<file path="src/rtl/rr_arbiter8.sv">
`default_nettype none
// ---------------------------------------------------------------------------
// rr_arbiter8 : 8-way round-robin arbiter, bounded tenure, 7-seg owner readout
// Revision    : 1.0
// ---------------------------------------------------------------------------
module rr_arbiter8 #(
  parameter int unsigned MAX_HOLD = 8
) (
  input  logic       clk,
  input  logic       rst,
  input  logic       en,
  input  logic [7:0] req,
  output logic [7:0] gnt,
  output logic [2:0] gnt_id,
  output logic       vx,
  output logic [6:0] seg0
);

  localparam logic [7:0] HOLD_LAST = 8'(MAX_HOLD - 1);
  localparam logic [6:0] SEG_BLANK = 7'b1111111;

  typedef enum logic [0:0] {
    IDLE  = 1'b0,
    GRANT = 1'b1
  } state_t;

  state_t     state;
  logic [2:0] last_id;
  logic [7:0] hold_cnt;

  logic       sel_found;
  logic [2:0] sel_id;
  logic [2:0] scan_id;
  logic       release_now;
  logic       take;

  function automatic logic [6:0] seg_encode(input logic [2:0] id);
    case (id)
      3'd0:    seg_encode = 7'b1000000;
      3'd1:    seg_encode = 7'b1111001;
      3'd2:    seg_encode = 7'b0100100;
      3'd3:    seg_encode = 7'b0110000;
      3'd4:    seg_encode = 7'b0011001;
      3'd5:    seg_encode = 7'b0010010;
      3'd6:    seg_encode = 7'b0000010;
      default: seg_encode = 7'b1111000;
    endcase
  endfunction

  // Scan upward from the slot after the last winner; the last winner is
  // reached only at the end, so a sole expiring owner gets re-granted.
  always_comb begin
    sel_found = 1'b0;
    sel_id    = 3'd0;
    scan_id   = 3'd0;
    for (int i = 0; i < 8; i++) begin
      scan_id = last_id + 3'(i) + 3'd1;
      if (!sel_found && req[scan_id]) begin
        sel_found = 1'b1;
        sel_id    = scan_id;
      end
    end
  end

  assign release_now = !req[gnt_id] || (hold_cnt == HOLD_LAST) || !en;
  assign take        = en && sel_found && ((state == IDLE) || release_now);

  always_ff @(posedge clk) begin
    if (rst) begin
      state    <= IDLE;
      gnt      <= 8'd0;
      gnt_id   <= 3'd0;
      vx       <= 1'b0;
      seg0     <= SEG_BLANK;
      hold_cnt <= 8'd0;
      last_id  <= 3'd7;
    end else if (take) begin
      state    <= GRANT;
      gnt      <= 8'd1 << sel_id;
      gnt_id   <= sel_id;
      vx       <= 1'b1;
      seg0     <= seg_encode(sel_id);
      hold_cnt <= 8'd0;
      last_id  <= sel_id;
    end else if (state == GRANT && !release_now) begin
      hold_cnt <= hold_cnt + 8'd1;
    end else begin
      state    <= IDLE;
      gnt      <= 8'd0;
      gnt_id   <= 3'd0;
      vx       <= 1'b0;
      seg0     <= SEG_BLANK;
      hold_cnt <= 8'd0;
    end
  end

endmodule
`default_nettype wire

</file>
<file path="config.mk">
export PLATFORM = sky130hd
export DESIGN_NAME = rr_arbiter8
export DESIGN_NICKNAME = d
export VERILOG_FILES = /design/src/rtl/rr_arbiter8.sv
export SDC_FILE = /design/constraint.sdc
export NUM_CORES = 1
export LEC_CHECK = 0
export ABC_AREA = 1
export CAP_MARGIN = 20
export CORE_MARGIN = 1.5
export CORE_UTILIZATION = 50
export DETAILED_ROUTE_END_ITERATION = 8
export PLACE_DENSITY = 0.79
export SYNTH_ARGS = -nofsm -noshare
export SYNTH_HDL_FRONTEND = slang
export SYNTH_SLANG_ARGS = --single-unit
</file>
<file path="constraint.sdc">
create_clock -name clk -period 4.39 [get_ports clk]
set_input_delay 0.878 -clock clk [delete_from_list [all_inputs] [get_ports clk]]
set_output_delay 0.878 -clock clk [all_outputs]
set_load 0.005 [all_outputs]
</file>
# == Yosys cells after proc, flatten, opt, wreduce, memory -nomap -nowiden ==
# Index checks and enable logic that the tools add are counted.
# totals
ff_bits,30
inputBits,11
word_cells,109
# op_classes
n_addsub,15
order_cmp,9
n_eq_ne,8
shift,1
mux,43
bitwise_logic,2
reduce_logical,25
# ops
cell,n
$pmux 7 s7,1
$lt 3x4->1 const B,9
$mux 3,10
$bmux 1 s3,9
$add 3x1->3 const B,8
$mux 1,19
$mux 8,2
$mux 7,2
$add 3x3->3 const B,4
$logic_and 1x1->1,10
$logic_not 1->1,10
$eq 3x3->1 const B,3
$add 8x1->8 const B,1
$eq 8x3->1 const B,1
$shl 1x3->8 const A,1
$add 3x2->3 const B,2
$eq 3x2->1 const B,2
$eq 3x1->1 const B,1
$logic_not 3->1,1
$logic_or 1x1->1,3
$reduce_or 3->1,1
$ne 2x2->1 const B,1
$not 1->1,2

# == Depth between registers and ports, before layout ==
# Gate-level depths: netlist of the first run.
# depth
word_depth,28
mapped_depth,26
mapped_depth_nobuf,23

# == Worst setup path after synthesis of the first run ==
# Ideal clock, no wire load.
# synth_timing
kind,register -> register
startpoint,register last_id[0]
endpoint,register seg0[3]
setup_time_ps,117
t_arrival_ps,2525
required_ps,4273
slack_ps,1748
stages_incl_launch_ff,24
synth_period_minus_slack_ps,2642
cell_sequence,dfxtp_1 buf_6 inv_6 buf_8 ha_1 buf_2 inv_2 nand2_1 nand2_1 nand2_1 nand2_1 nand2_1 nand2_2 nand4_4 nor2_8 nand3_4 nand2_1 inv_2 nand2_4 nand2_8 nand2_4 nand2_1 nand2_1 a21oi_2
# synth_via
elab_chain_cells,28
# synth_rtl
item,line,text
from (decl),28,logic [2:0] last_id;
from (signal assigned),84,last_id <= sel_id;
branches (longest 28 deep; another with $add 3x1->3),n/a,
to (signal assigned),82,seg0 <= seg_encode(sel_id);
to (decl),16,output logic [6:0] seg0
# Parallel ways; which one is timed is not known. The select of a mux whose other input is x is not followed.
# A chain may end at the register's enable or synchronous reset.

# == Final worst setup path of the first run ==
# layout_timing
startpoint,input port req[6]
endpoint,register seg0[0]
# layout_via
elab_chain_cells,27
# layout_rtl
item,line,text
from (decl),12,"input logic [7:0] req,"
$bmux 1 s3,58,if (!sel_found && req[scan_id]) begin
$mux 1 (not written as such),58,
$mux 1,58,
$logic_not 1->1,58,
$logic_and 1x1->1,58,
$mux 1,58,
$logic_not 1->1,58,
$logic_and 1x1->1,58,
[11 not listed],n/a,
$logic_and 1x1->1,58,
$mux 1,58,
$logic_not 1->1,58,
$logic_and 1x1->1,58,
$mux 3 or $mux 1 (tied branches),58,
$eq 3x3->1 (tied with other cells),38,case (id)
$pmux 7 s7 or $logic_and 1x1->1 (tied branches),"38, 66",
$mux 7 or $ne 2x2->1 (tied branches),n/a,
# Parallel ways exist; a longest one is shown, timed or not. The select of a mux whose other input is x is not followed.

==> results list, run 1 <==
- Insertion delay to the later sink of the worst-skew pair: ~0.28 ns
- Walking the worst path, the cells encountered are clkdlybuf4s50_1 > inv_1 > a21oi_1 > o21ai_0 > o211ai_1 > o211ai_1 > nor2_2 > clkinv_1 > or2_2 > nand2_1 > inv_1.
* GRT Overall Usage: 21.9%
- Among cell families on the critical path, the largest total delay comes from buffers and inverters.
- The number of antenna violations at the first check in global routing came to 0.
- Compared with the post-synthesis result, the final layout area differs by 17.2%.
- Diode count: 0
* Mapped cell area: 2300 um2
- Setup repair after global routing left no endpoint under its margin.
- Violation count after the first detailed-routing iteration: 80
- The worst setup path is of the in -> reg kind.
- The region available for standard cell placement spans 4380 um2.
* Layout cell share with drive strength beyond 1: around 18%
* Post-route minimum period: between 3 and 4 ns
- Final #Nets: 391
- The largest single stage delay on the critical path is approximately 0.50 ns.
* Mapped Nets: 360
- Via density: 5.14
* Wire length per cell: 12.4 um
- After clock tree synthesis, the flow added hold-fix buffers numbering 0.
* Site row count: 24
- OpenSTA, run right after detailed placement, puts the worst setup slack at 0.991 ns.
- Yosys printed 0 warnings.
- Number of cells on the worst reg-to-reg path: 17
- Transition at the pin with the smallest max-transition slack: around 0.46 ns
* Max-capacitance violation count: 0
- The clock drives 30 sinks.
* Critical path arrival: ~3.3 ns
* Synthesized netlist cell count: 345
- The worst hold path belongs to the class reg -> reg.
- Cell at the root of the clock tree: sky130_fd_sc_hd__clkbuf_8
- In the synthesized netlist the dominant register cell turns out to be sky130_fd_sc_hd__dfxtp_1.
- Run status: complete, no violations
- CP required: 4.58 ns
- Level count of the clock H-tree: 2
- Fraction of the cycle the final worst path needs: a little over two thirds
* CTS tree: built
- Via count of the first global-routing pass: 2057
- Between clock sinks in the finished design, the worst skew comes to just over 0.007 ns.
- During placement, the flow inserted port buffers numbering 29.
* Postcts setup bufs: 0
- The first detailed-routing pass ran for 4 iterations.
- Number of synthesized flops with an enable pin: 0
- Count of cell types in the netlist: 42
- The average instance in the mapped netlist occupies 6.67 um2.
- The number of buffers and inverters on the critical path is 4.
- Yosys reg bits: 30
- Number of pins exceeding their max-slew limit in the final report: 0
* CTS Buf Count: 5
- Across all setup checks in the final design, the least slack found is 1.30 ns.
- Static timing analysis puts the maximum clock frequency at 0.323 GHz.
- Aggregate global routing overflow: 0
* Largest net degree at the start of global routing: 19
- The longest clock path from root to sink contains 2 buffers.
* DIE AREA: between 5000 and 6000 um2
- Routability-driven placement finished with a final weighted congestion of 0.869.
- The count of nets left with antenna violations once routing finished came out at 0.
- Commonest non-fill, non-tap cells in the layout: sky130_fd_sc_hd__nand2_1 (121), sky130_fd_sc_hd__dfxtp_1 (30), sky130_fd_sc_hd__inv_1 (29), sky130_fd_sc_hd__clkdlybuf4s50_1 (29), sky130_fd_sc_hd__nor2_1 (26)
- Once the clock tree was built, the resizer swapped 0 gates to a different size.
- Along the worst hold path, the cell count comes to 1.
* Final-report setup violation count: 0
* DRC violations left: 0
- Setup total negative slack: 0 ns
* Slew Limit Headroom: 69.1%
- In this run the horizontal extent of the chip is 70.8 um.
- End of the worst register-to-register path: seg0[5]$_SDFFE_PP1P_
- CP endpoint kind: flip-flop
- The path with the worst hold slack has its endpoint at hold_cnt[0]$_SDFF_PP0_.
* Max stage delay cell, worst path: sky130_fd_sc_hd__clkdlybuf4s50_1
- Via count of the routed design: 2203
- The initial utilization of the core area, before any placement, comes to 52.5%.
- Post-CTS clock slew at the launch and capture registers of the worst setup and hold paths: 0.07 ns
- Most common cell after layout, fill and taps aside: sky130_fd_sc_hd__nand2_1
- Hold Path Origin: hold_cnt[0]$_SDFF_PP0_
- Fraction of registers with async set/reset: 0%
- Reg-to-reg critical path startpoint: last_id[1]$_SDFFE_PP1P_
- Overall die height: 70.8 um
- The first global-routing pass estimated 9.03 mm of wire.
- Setup slack of the worst register-to-register path: 1.30 ns
- Final hold violation count: 0
* Io pins: 30
- Part of the Yosys area used for sequential elements: 26.1%
* HPWL after detailed placement: 4.18 mm
- Wire length after detailed routing: 5.33 mm
- Critical path launch point type: input port
* Worst-path fanout max: 18
[worst max path at each step]
| stage | startpoint | to | cells after the start | slack [ns] |
|---|---|---|---|---|
| 5_1_grt | req[6] | seg0[1]$_SDFFE_PP1P_ | 11 | 0.94 |
| 6_report | req[6] | seg0[0]$_SDFFE_PP1P_ | 11 | 1.30 |
| 2_1_floorplan | last_id[0]$_SDFFE_PP1P_ | seg0[3]$_SDFFE_PP1P_ | 23 | 1.75 |
| 4_1_cts | req[6] | seg0[1]$_SDFFE_PP1P_ | 11 | 1.25 |
| 3_3_place_gp | req[6] | seg0[1]$_SDFFE_PP1P_ | 11 | 1.08 |
| 3_5_place_dp | req[6] | seg0[0]$_SDFFE_PP1P_ | 11 | 0.99 |
[synth_stat cells (2+ instances only)]
cell type | count | share of area (%)
sky130_fd_sc_hd__a21oi_1 | 9 | 2.0
sky130_fd_sc_hd__buf_6 | 3 | 1.5
sky130_fd_sc_hd__dfxtp_1 | 30 | 26
sky130_fd_sc_hd__ha_1 | 4 | 2.2
sky130_fd_sc_hd__inv_1 | 29 | 4.7
sky130_fd_sc_hd__inv_2 | 8 | 1.3
sky130_fd_sc_hd__inv_4 | 2 | 0.54
sky130_fd_sc_hd__nand2_1 | 121 | 20
sky130_fd_sc_hd__nand2_2 | 12 | 3.3
sky130_fd_sc_hd__nand2_4 | 7 | 3.4
sky130_fd_sc_hd__nand2_8 | 2 | 1.7
sky130_fd_sc_hd__nand3_1 | 24 | 5.2
sky130_fd_sc_hd__nand3_2 | 6 | 2.6
sky130_fd_sc_hd__nand3_4 | 2 | 1.5
sky130_fd_sc_hd__nand3b_1 | 3 | 0.98
sky130_fd_sc_hd__nand4_1 | 4 | 1.1
sky130_fd_sc_hd__nor2_1 | 26 | 4.2
sky130_fd_sc_hd__nor2_2 | 4 | 1.1
sky130_fd_sc_hd__nor2_4 | 2 | 0.98
sky130_fd_sc_hd__nor2_8 | 2 | 1.7
sky130_fd_sc_hd__nor3_1 | 2 | 0.44
sky130_fd_sc_hd__o211ai_1 | 5 | 1.6
sky130_fd_sc_hd__o21ai_0 | 11 | 2.4
sky130_fd_sc_hd__o21ai_1 | 2 | 0.44
sky130_fd_sc_hd__o21ai_2 | 3 | 1.1
sky130_fd_sc_hd__o22ai_1 | 3 | 0.82
sky130_fd_sc_hd__or2_2 | 3 | 0.82
sky130_fd_sc_hd__xor2_1 | 2 | 0.76
[kinds of logic (layout without fill, tap and decap cells)]
group	after synthesis	count (layout)	share of synthesized area, %
xor gates and xnor gates	3	3	1.14
and+or+nand+nor	224	224	51.0
buffers and inverters	47	79	9.62
AOI/OAI and AO/OA	37	37	10.0
adders and majority gates	4	4	2.18
DFF	30	30	26.1
[layout make-up]
type | instances | area [um2]
clock buffers | 7 | 86.3
multi-input cells | 268 | 1480
well taps | 52 | 65.1
clock inverters | 1 | 5.00
inverters | 41 | 164
flip-flops and latches | 30 | 601
fillers | 414 | 1690
repair buffers | 30 | 298
[sequential cells by signal (all words and copies together), names as in the netlist]
signal	count
gnt_id	3
last_id	3
hold_cnt	8
gnt	8
state	1
seg0	7
[metal layers]
layer  share of wire (%)  vias up  global-route usage, %
met5                   0        -                      0
met4                 2.0        0                   10.5
met3                 3.3        9                   2.42
met2                  48       49                   38.0
met1                  47      979                   27.1
li1                    -     1166                      -
[through the flow]
stage / util, % / instance area (um2) / cells / hold WS [ns]
2_1_floorplan: - / 2300 / 345 / 0.418
3_3_place_gp: 59.4 / 2610 / 421 / 0.431
3_5_place_dp: 59.4 / 2610 / 421 / 0.438
4_1_cts: 61.5 / 2700 / 429 / 0.453
5_1_grt: 61.5 / 2700 / 429 / 0.477
6_report: 61.5 / 2700 / 429 / 0.453
[worst register-to-register path, stage by stage, from the launching register on]
cell and delay (ns):
sky130_fd_sc_hd__dfxtp_1 0.52, sky130_fd_sc_hd__inv_2 0.16, sky130_fd_sc_hd__ha_1 0.50, sky130_fd_sc_hd__inv_2 0.16, sky130_fd_sc_hd__nand2_1 0.09, sky130_fd_sc_hd__nand2_1 0.12, sky130_fd_sc_hd__nand2_1 0.09, sky130_fd_sc_hd__nand2_1 0.06
sky130_fd_sc_hd__nand2_1 0.07, sky130_fd_sc_hd__nand2_2 0.12, sky130_fd_sc_hd__nand4_4 0.15, sky130_fd_sc_hd__nor2_8 0.06, sky130_fd_sc_hd__nand3b_1 0.15, sky130_fd_sc_hd__nand4_2 0.22, sky130_fd_sc_hd__inv_2 0.19, sky130_fd_sc_hd__nand2_2 0.09
sky130_fd_sc_hd__a21oi_1 0.17, sky130_fd_sc_hd__nor2_1 0.06
Power of run 1 is not shown: default switching activity piles up to over one toggle a cycle in this logic, so the estimate is an artifact.
==> inputs of run 2 (changes only) <==
--- a/config.mk
+++ b/config.mk
@@ -10,7 +10,7 @@
 export CORE_MARGIN = 1.5
 export CORE_UTILIZATION = 50
 export DETAILED_ROUTE_END_ITERATION = 8
-export PLACE_DENSITY = 0.79
+export PLACE_DENSITY = 0.82
 export SYNTH_ARGS = -nofsm -noshare
 export SYNTH_HDL_FRONTEND = slang
 export SYNTH_SLANG_ARGS = --single-unit
==> constraint.sdc (replaced) <==
create_clock -name clk -period 2.79 [get_ports clk]
set_input_delay 0.558 -clock clk [delete_from_list [all_inputs] [get_ports clk]]
set_output_delay 0.558 -clock clk [all_outputs]
set_load 0.005 [all_outputs]
==> run 2 against run 1 <==
Against the previous run:
- hold slack lost 0.0046 ns
- sequential share of layout area shrank 0.92 points
- utilization grew 2.8 points
- die area is the same
- via count grew 4.9%
- critical path depth grew 6
==> results list, run 2 (synthesized netlist as in run 1, its figures left out) <==
- Run status: complete, no violations (unchanged)
* Postcts setup bufs: 0 (unchanged)
- The number of max-capacitance violations reported came to 0 (unchanged).
- Wire length after detailed routing: 5.70 mm (was 5.33 mm)
- The total of endpoints with negative setup slack in the final report came to 0 (unchanged).
- Initial standard-cell utilization of the core: 52.5% (unchanged)
- Commonest non-fill, non-tap cells in the layout: sky130_fd_sc_hd__nand2_1 (119), sky130_fd_sc_hd__inv_1 (29), sky130_fd_sc_hd__dfxtp_1 (29), sky130_fd_sc_hd__clkdlybuf4s50_1 (29), sky130_fd_sc_hd__nor2_1 (26) (was sky130_fd_sc_hd__nand2_1 (121), sky130_fd_sc_hd__dfxtp_1 (30), sky130_fd_sc_hd__inv_1 (29), sky130_fd_sc_hd__clkdlybuf4s50_1 (29), sky130_fd_sc_hd__nor2_1 (26))
- The total via count in the routed design is 2311 (was 2203).
- Delay of the slowest critical-path stage: 0.38 ns (was 0.50 ns)
- The number of optimization iterations in the first detailed-route pass came to 4 (unchanged).
- Largest registers ranked by flip-flop count: gnt: 8 flops, hold_cnt: 8 flops, seg0: 7 flops (unchanged).
- Die X: 70.8 um (unchanged)
* DIE AREA: 5020 um2 (unchanged)
- Cell at the root of the clock tree: sky130_fd_sc_hd__clkbuf_8 (unchanged)
- The clock tree skew after final layout came to 0.00322 ns (was 0.00724 ns).
- The die span in y came to 70.8 um (unchanged).
* Wire length per cell: 12.9 um (was 12.4 um)
- The cell with the largest stage delay on the worst path is sky130_fd_sc_hd__dfxtp_2 (was sky130_fd_sc_hd__clkdlybuf4s50_1).
- The final weighted congestion in routability-driven placement is 0.902 (was 0.869).
* Worst hold-check slack: 0.448 ns (was 0.453 ns)
- The worst path required time is 2.95 ns (was 4.58 ns).
* Post-CTS clock slew at the launch and capture registers of the worst setup and hold paths: 0.06 ns (was 0.07 ns)
- The startpoint-to-endpoint class of the critical path is reg -> reg (was in -> reg).
- The kind of end point of the critical path is a flip-flop (unchanged).
* Number of buffers and inverters on the critical path: 3 (was 4)
- Final hold violation count: 0 (unchanged)
- The total number of clock tree sinks was 30 (unchanged).
- The residual overflow from global routing was 0 (unchanged).
- Area taken by multi-input logic gates: 1490 um2 (was 1480 um2)
- Via density: 5.24 (was 5.14)
* Flip-flop and latch area: 602 um2 (was 601 um2)
- Quantity of hold-fixing buffers added after cts: 0 (unchanged)
* Layout cell share with drive strength beyond 1: 21.3% (was 17.5%)
- Signed area change from the synthesized netlist to the final layout: 22.6% (was 17.2%)
- Critical path launch point type: flip-flop (was input port)
* Post-route minimum period: 2.61 ns
* Cell with the most instances on the worst path: sky130_fd_sc_hd__nand2_1
* Max Freq: 0.382 GHz
- The maximum number of pins on one net before global-route repair came to 18 (was 19).
- The count of pins on the block boundary is 30 (unchanged).
- The slew at the pin closest to its max-slew limit was 0.392 ns (was 0.460 ns).
- After layout, the worst path uses 93.7% of the clock period.
* DRC violations left: 0 (unchanged)
* Slew Limit Headroom: 73.8% (was 69.1%)
- Level count of the clock H-tree: 2 (unchanged)
* GRT Overall Usage: 23.4% (was 21.9%)
* Site row count: 24 (unchanged)
* Antenna violations before repair: 0 (unchanged)
- Critical Path, Cell by Cell: inv_6 > ha_2 > inv_4 > nand2_1 > nand2_1 > nand2_1 > nand2_1 > nand2_1 > nand2_2 > nand4_4 > nor2_8 > nand3b_1 > nand2_1 > nor2_1 > buf_4 > nand2_1 > o211ai_1 (was clkdlybuf4s50_1 > inv_1 > a21oi_1 > o21ai_0 > o211ai_1 > o211ai_1 > nor2_2 > clkinv_1 > or2_2 > nand2_1 > inv_1)
* Insertion delay to the later sink of the worst-skew pair: 0.28 ns (about the same)
- Placeable core region: 4380 um2 (unchanged)
- Fill cells: 378 (was 414)
- Clk buf depth: 2 (unchanged)
- CTS tree: built (unchanged)
- Via count of the first global-routing pass: 2095 (was 2057)
- Most common cell after layout, fill and taps aside: sky130_fd_sc_hd__nand2_1 (unchanged)
* First-pass GRT wire length: 9.47 mm (was 9.03 mm)
- Cell type group with the largest total delay on the critical path: simple AND/OR/NAND/NOR gates (was buffers and inverters)
* Final antenna-violating net count: 0 (unchanged)
- The number of diodes added for antenna fixing came to 0 (unchanged).
- The final net count was 403 (was 391).
- Number of pins exceeding their max-slew limit in the final report: 0 (unchanged)
* CTS Buf Count: 5 (unchanged)
- Count of input and output buffers: 29 (unchanged)
- The class of the most critical hold timing path is reg -> reg (unchanged).
- The final HPWL from detailed placement was 4.46 mm (was 4.18 mm).
* Critical path arrival: 2.78 ns (was 3.28 ns)
- Worst-path fanout max: 9 (was 18)
- Violation count after the first detailed-routing iteration: 177 (was 80)
[run 2: metal layers]
layer / part of all wire, % / track usage [%] / vias up
li1: - / - / 1184
met1: 44 / 30.0 / 1044
met2: 49 / 39.3 / 71
met3: 5.0 / 3.56 / 12
met4: 2.3 / 9.85 / 0
met5: 0 / 0 / -
[run 2: repair_timing]
| action | CTS | global route |
|---|---|---|
| endpoints found under the setup margin | 0 | 21 |
| resized for setup | 0 | 6 |
| hold endpoints to repair | 0 | 0 |
[run 2: area by class of cell]
cell class | count | share of cell area [%]
tap | 52 | 2.31
inverter | 41 | 5.90
clock inverter | 3 | 1.42
sequential | 30 | 21.3
timing repair buffer | 42 | 13.9
clock buffer | 5 | 2.44
multi-input combinational | 268 | 52.7
[run 2: worst paths after layout]
path / cells past startpoint / to / startpoint / slack [ns]
worst max-delay path: 17 / last_id[2]$_SDFFE_PP1P_ / last_id[0]$_SDFFE_PP1P_ / 0.18
worst min register to register: 1 / hold_cnt[0]$_SDFF_PP0_ / hold_cnt[0]$_SDFF_PP0_ / 0.45
worst max register to register: 17 / last_id[2]$_SDFFE_PP1P_ / last_id[0]$_SDFFE_PP1P_ / 0.18
worst min-delay path: 1 / hold_cnt[0]$_SDFF_PP0_ / hold_cnt[0]$_SDFF_PP0_ / 0.45
[run 2: metrics by stage]
step / instances / cell area (um2) / setup slack (ns) / utilization [%] / TNS, ns
after floorplan: 345 / 2300 / 0.148 / - / 0
after global placement: 433 / 2700 / 0.0265 / 61.5 / 0
after detailed placement: 433 / 2700 / -0.00900 / 61.5 / -0.0174
after CTS: 441 / 2810 / 0.0680 / 64.0 / 0
after global routing: 441 / 2820 / -0.00644 / 64.3 / -0.0105
final: 441 / 2820 / 0.175 / 64.3 / 0
Power of run 2 is left out for the same reason.
==> inputs of run 3 (changes only) <==
--- a/config.mk
+++ b/config.mk
@@ -9,6 +9,7 @@
 export CAP_MARGIN = 20
 export CORE_MARGIN = 1.5
 export CORE_UTILIZATION = 50
+export CTS_CLUSTER_SIZE = 28
 export DETAILED_ROUTE_END_ITERATION = 8
 export PLACE_DENSITY = 0.82
 export SYNTH_ARGS = -nofsm -noshare
==> results of run 3 <==
The final DEF is identical to that of run 2; final timing and power are the same.
Power of run 3 is left out for the same reason.
